`src/rtl/fifo_pkg.sv`:
```
// -----------------------------------------------------------------------------
// fifo_pkg
//   Shared sizing and types for the single-clock FIFO slice.
//   DATA_W : data word width in bits
//   DEPTH  : number of storage entries (power of two)
//   ADDR_W : storage address width, $clog2(DEPTH)
//   ptr_t  : read/write pointer, one extra MSB used as the wrap bit
//   data_t : one stored word
// -----------------------------------------------------------------------------
package fifo_pkg;

    localparam int DATA_W = 8;
    localparam int DEPTH  = 16;
    localparam int ADDR_W = $clog2(DEPTH);

    typedef logic [ADDR_W:0]   ptr_t;
    typedef logic [DATA_W-1:0] data_t;

    // Pointers are equal in the low bits and differ in the wrap bit -> full.
    function automatic logic ptr_full(input ptr_t wp, input ptr_t rp);
        return (wp[ADDR_W] != rp[ADDR_W]) && (wp[ADDR_W-1:0] == rp[ADDR_W-1:0]);
    endfunction

endpackage

```
`src/rtl/fifo_mem.sv`:
```
// -----------------------------------------------------------------------------
// fifo_mem
//   DEPTH x DATA_W storage with one synchronous write port and one
//   synchronous read port. The array itself carries no reset; only the
//   read-data register is reset so the FIFO output comes up at zero.
//
//   w_clk    in   clock
//   w_rst    in   async active-high reset (read-data register only)
//   wr_en    in   write strobe
//   wr_addr  in   write address
//   wr_data  in   write data
//   rd_en    in   read strobe, loads rd_data at the edge
//   rd_addr  in   read address
//   rd_data  out  registered read data, holds when rd_en=0
// -----------------------------------------------------------------------------
module fifo_mem
    import fifo_pkg::*;
#(
    parameter int DATA_W = fifo_pkg::DATA_W,
    parameter int DEPTH  = fifo_pkg::DEPTH,
    parameter int AW     = $clog2(DEPTH)
) (
    input  logic              w_clk,
    input  logic              w_rst,
    input  logic              wr_en,
    input  logic [AW-1:0]     wr_addr,
    input  logic [DATA_W-1:0] wr_data,
    input  logic              rd_en,
    input  logic [AW-1:0]     rd_addr,
    output logic [DATA_W-1:0] rd_data
);

    logic [DATA_W-1:0] mem [DEPTH];

    always_ff @(posedge w_clk) begin
        if (wr_en)
            mem[wr_addr] <= wr_data;
    end

    // The controller never reads and writes the same slot in one cycle
    // (read needs !empty, write needs !full), so no bypass is required.
    always_ff @(posedge w_clk or posedge w_rst) begin
        if (w_rst)
            rd_data <= '0;
        else if (rd_en)
            rd_data <= mem[rd_addr];
    end

endmodule

```
`src/rtl/fifo_16_8.sv`:
```
// -----------------------------------------------------------------------------
// fifo_16_8
//   Single-clock FIFO, DEPTH entries of DATA_W bits, one-cycle registered
//   read. Pointers are ADDR_W+1 bits; the MSB is a wrap bit so that the
//   equal-pointer case can be told apart as empty (wrap equal) or full
//   (wrap differs).
//
//   w_clk  in   clock, all state on rising edge
//   w_rst  in   async active-high reset
//   w_en   in   write request
//   d_in   in   write data
//   r_en   in   read request
//   d_out  out  registered read data, holds when no read is accepted
//   full   out  DEPTH entries stored
//   empty  out  zero entries stored
// -----------------------------------------------------------------------------
module fifo_16_8
    import fifo_pkg::*;
#(
    parameter int DATA_W = fifo_pkg::DATA_W,
    parameter int DEPTH  = fifo_pkg::DEPTH
) (
    input  logic              w_clk,
    input  logic              w_rst,
    input  logic              w_en,
    input  logic [DATA_W-1:0] d_in,
    input  logic              r_en,
    output logic [DATA_W-1:0] d_out,
    output logic              full,
    output logic              empty
);

    localparam int AW = $clog2(DEPTH);
    localparam logic [AW:0] PTR_ONE = {{AW{1'b0}}, 1'b1};

    logic [AW:0] wr_ptr;
    logic [AW:0] rd_ptr;
    logic        wr_acc;
    logic        rd_acc;

    // Flags come straight from the registered pointers, so they track
    // reset asynchronously and reflect an operation the cycle after it.
    assign empty = (wr_ptr == rd_ptr);
    assign full  = (wr_ptr[AW] != rd_ptr[AW]) && (wr_ptr[AW-1:0] == rd_ptr[AW-1:0]);

    // Each side is gated only by its own pre-edge flag; both may fire.
    assign wr_acc = w_en && !full;
    assign rd_acc = r_en && !empty;

    always_ff @(posedge w_clk or posedge w_rst) begin
        if (w_rst) begin
            wr_ptr <= '0;
            rd_ptr <= '0;
        end else begin
            if (wr_acc)
                wr_ptr <= wr_ptr + PTR_ONE;
            if (rd_acc)
                rd_ptr <= rd_ptr + PTR_ONE;
        end
    end

    fifo_mem #(
        .DATA_W (DATA_W),
        .DEPTH  (DEPTH),
        .AW     (AW)
    ) u_mem (
        .w_clk   (w_clk),
        .w_rst   (w_rst),
        .wr_en   (wr_acc),
        .wr_addr (wr_ptr[AW-1:0]),
        .wr_data (d_in),
        .rd_en   (rd_acc),
        .rd_addr (rd_ptr[AW-1:0]),
        .rd_data (d_out)
    );

endmodule

```
`config.mk`:
```
export PLATFORM = sky130hd
export DESIGN_NAME = fifo_16_8
export DESIGN_NICKNAME = d
export VERILOG_FILES = /design/src/rtl/fifo_pkg.sv /design/src/rtl/fifo_mem.sv /design/src/rtl/fifo_16_8.sv
export SDC_FILE = /design/constraint.sdc
export NUM_CORES = 1
export LEC_CHECK = 0
export CORE_MARGIN = 3
export CORE_UTILIZATION = 30
export CTS_BUF_LIST = sky130_fd_sc_hd__clkbuf_4
export DETAILED_ROUTE_END_ITERATION = 8
export HOLD_SLACK_MARGIN = 0.06
export SYNTH_ARGS = -nofsm -noshare
export SYNTH_HDL_FRONTEND = slang
export SYNTH_SLANG_ARGS = --single-unit
```
`constraint.sdc`:
```
create_clock -name w_clk -period 2.27 [get_ports w_clk]
set_input_delay 0.454 -clock w_clk [delete_from_list [all_inputs] [get_ports w_clk]]
set_output_delay 0.454 -clock w_clk [all_outputs]
set_load 0.01 [all_outputs]
```
==> summary.md <==
| Metric | Value |
|---|---|
| Min cycle time layout | `2173 ps` |
| Leakage | `0.002435 µW` |
| First-pass GRT wire length | `18.16 mm` |
| Drt first pass iters | `4` |
| Chip height | `146.9 µm` |
| Cell Area, Synth | `5958 µm²` |
| Post-synth top area cell | `edfxtp_1` |
| Ports | `22` |
| Slew Viols, Final | `0` |
| Final clock skew | `22.26 ps` |
| PwrDens | `1155 nW/µm²` |
| # port buffers | `21` |
| Share of layout cells above drive strength 1 | `26.27%` |
| Number of warnings issued by yosys | `0` |
| CP arrival | `2580 ps` |
| CP Capture Type | `register` |
| CTS clock-pin slew for the worst setup and hold paths | `120 ps` |
| H-Tree Level Count | `4` |
| # Max-Cap Violations | `0` |
| Area growth syn-to-layout | `17.98%` |
| Worst slew pin tran | `766.0 ps` |
| Crit path cell chain | `buf_12, mux4_1, mux2_2, a22o_1, mux2_2` |
| CTS root buf | `clkbuf_4` |
| Post-synthesis sequential area ratio | `72.07%` |
| FF+latch count, synth | `146` |
| Slowest-stage cell, CP | `mux4_1` |
| Synthesized instance count | `302` |
| Placement Rows | `50` |
| Chip width | `146.9 µm` |
| RePlAce Congestion | `0.7296` |
| Largest net degree at the start of global routing | `44` |
| Initial drt markers | `215` |
| Antenna violations before repair | `0` |
| Final non-filler cell total | `633` |
| Initial core utilization | `31.23%` |
| Final cycle utilization of the critical path | `95.71%` |
| R2r setup slk | `100 ps` |
| # DRC | `0` |
| Final core occ | `36.84%` |
| Worst min-delay path class | `in -> async` |
| Reg2Reg Launch Point | `rd_ptr[1]` |
| Final WL | `12.03 mm` |
| Most common cell on crit path | `mux2_2` |
| Yosys top cell area share | `64.51%` |
| CP peak stage delay | `590 ps` |
| Vias in the first global route | `3115` |
| Via count | `2998` |
| Reg2reg path depth | `5` |
| Post-Syn Nets | `319` |
| Slew headroom | `48.83%` |
| Fmax | `460.3 MHz` |
| Final ANT Viol Nets | `0` |
| Drt wl/cell | `19.00 µm` |
| Post-synthesis cell type count | `29` |
| Core area | `19080 µm²` |
| Most area-consuming cells after synthesis | `edfxtp_1 65%, dfrtp_1 7.6%, mux4_1 5.7%` |
| Total Die Area | `21590 µm²` |
| GRT Residual Overflow | `0` |
| FF-to-FF End | `u_mem.rd_data[4]` |
| Final HPWL DP | `7.717 mm` |
| Maximum vdd drop | `0.4239 mV` |
| RSZ-0062 raised after global routing | `false` |
| Placed cell count | `595` |
| CTS tree | `built` |
| Nets | `377` |
| N_diodes | `0` |
| Hold Vio Cnt, Final | `0` |
| Data required time of the critical path | `2680 ps` |
| Total track usage | `11.36%` |
| Clk_lat worst skew | `510 ps` |
| Final setup violation count | `0` |
| CTS sink cnt | `146` |
| Critical path class | `reg -> reg` |
| CTS Buf Count | `17` |
| Vias/cell | `4.736` |
| Status | `finished clean` |
| Setup tns final | `0 ps` |
| Startpoint Class | `register` |
| Avg Cell Area, Syn | `19.73 µm²` |
| Maximum root-to-sink buffer count | `2` |
| CP max FO | `29` |
## where the power goes
| group | switching (µW) | internal (µW) | leakage (µW) |
|---|---|---|---|
| logic | 1520 | 1660 | 0.000949 |
| registers | 179 | 3330 | 0.00136 |
| clock network | 858 | 562 | 0.000123 |
| total | 2560 | 5560 | 0.00244 |
## worst max path at each step
stage                             endpoint  depth (start not counted)      start
after floorplan            u_mem.mem[3][0]                          5  rd_ptr[0]
after global placement     u_mem.mem[7][1]                          4       w_en
after detailed placement   u_mem.mem[7][6]                          4       w_en
after CTS                            empty                          5  wr_ptr[3]
after global routing                  full                          5  wr_ptr[0]
final                     u_mem.rd_data[4]                          5  rd_ptr[1]
## repair_timing
action | CTS | global route
buffers inserted | 5 | 1
endpoints found under the setup margin | 2 | 2
hold buffers | 0 | 0
gates resized for setup | 10 | 2
pin swaps | 3 | 3
endpoints found under the hold margin | 0 | 0
## layout make-up
class	count	area, µm²
Clock buffer	20	150.1
Clock inverter	12	92.59
Fill cell	1782	12050
Inverter	4	15.01
Multi-Input combinational cell	136	1578
Sequential cell	146	4297
Tap cell	260	325.3
Timing Repair Buffer	55	571.8
## flip-flops by register name, summed over array words and instances (netlist names)
signal,count
wr_ptr,5
u_mem.rd_data,8
rd_ptr,5
u_mem.mem,128
## cells in the mapped netlist
cell and n:
a221oi_1 8, a22o_1 8, and2_1 2, and3_1 14, buf_1 1, buf_2 5, buf_4 1, buf_6 2
clkbuf_1 6, clkbuf_2 1, dfrtp_1 18, edfxtp_1 128, ha_1 5, inv_1 4, mux2_2 18, mux2i_1 16
mux4_1 13, mux4_2 11, nand2b_1 8, nand4_2 1, nor2_1 4, nor2b_1 5, nor3_1 1, o2111ai_1 2
o211ai_1 4, o21a_1 1, o21ai_4 1, xnor2_1 13, xor2_1 1
## worst max-delay path: cells and delay by family (launching register included)
family | cells | cell delay, ps
flops | 1 | 420
compound gates | 1 | 240
buf+inv | 1 | 250
mux | 3 | 1150
## layer usage
metal	wire length (µm)	up-vias	share of wire (%)	GRT usage (%)
met5	0	-	0	0
met4	152	0	1.3	3.495
met3	373	11	3.1	3.239
met2	6035	53	50	18.62
met1	5466	1585	45	14.74
li1	-	1349	-	-
## cell families (layout without fill, tap and decap cells)
family	after synthesis	in the layout	synth area share [%]
buffers and inverters	20	91	1.701
multiplexers	58	58	15.98
XOR/XNOR	14	14	2.058
AND/OR/NAND/NOR	35	35	3.591
AO/OA/AOI/OAI	24	24	3.549
adder cells (fa/ha/maj)	5	5	1.050
flip-flops	146	146	72.07
## per-stage QoR
stage                     area [µm²]  total power, µW  hold slack, ps  worst slack, ps
after global placement          6731             6650           493.4            25.66
after detailed placement        6731             6701           502.6            49.01
after global routing            7029             8566           221.5            17.90
after floorplan                 5958             5553           392.6            193.8
final                           7029             8117           236.3            97.47
after CTS                       7020             8212           193.7            9.544
## placed cells by master, fill, tap and decap left out, types with 13 or more instances in the layout
cell type        Yosys  layout
buf_4                1      24
mux2_2              18      18
mux2i_1             16      16
and3_1              14      14
edfxtp_1           128     128
clkbuf_4             0      20
mux4_1              13      13
dfrtp_1             18      16
clkdlybuf4s50_1      0      19
(Power assumes the default switching activity.)
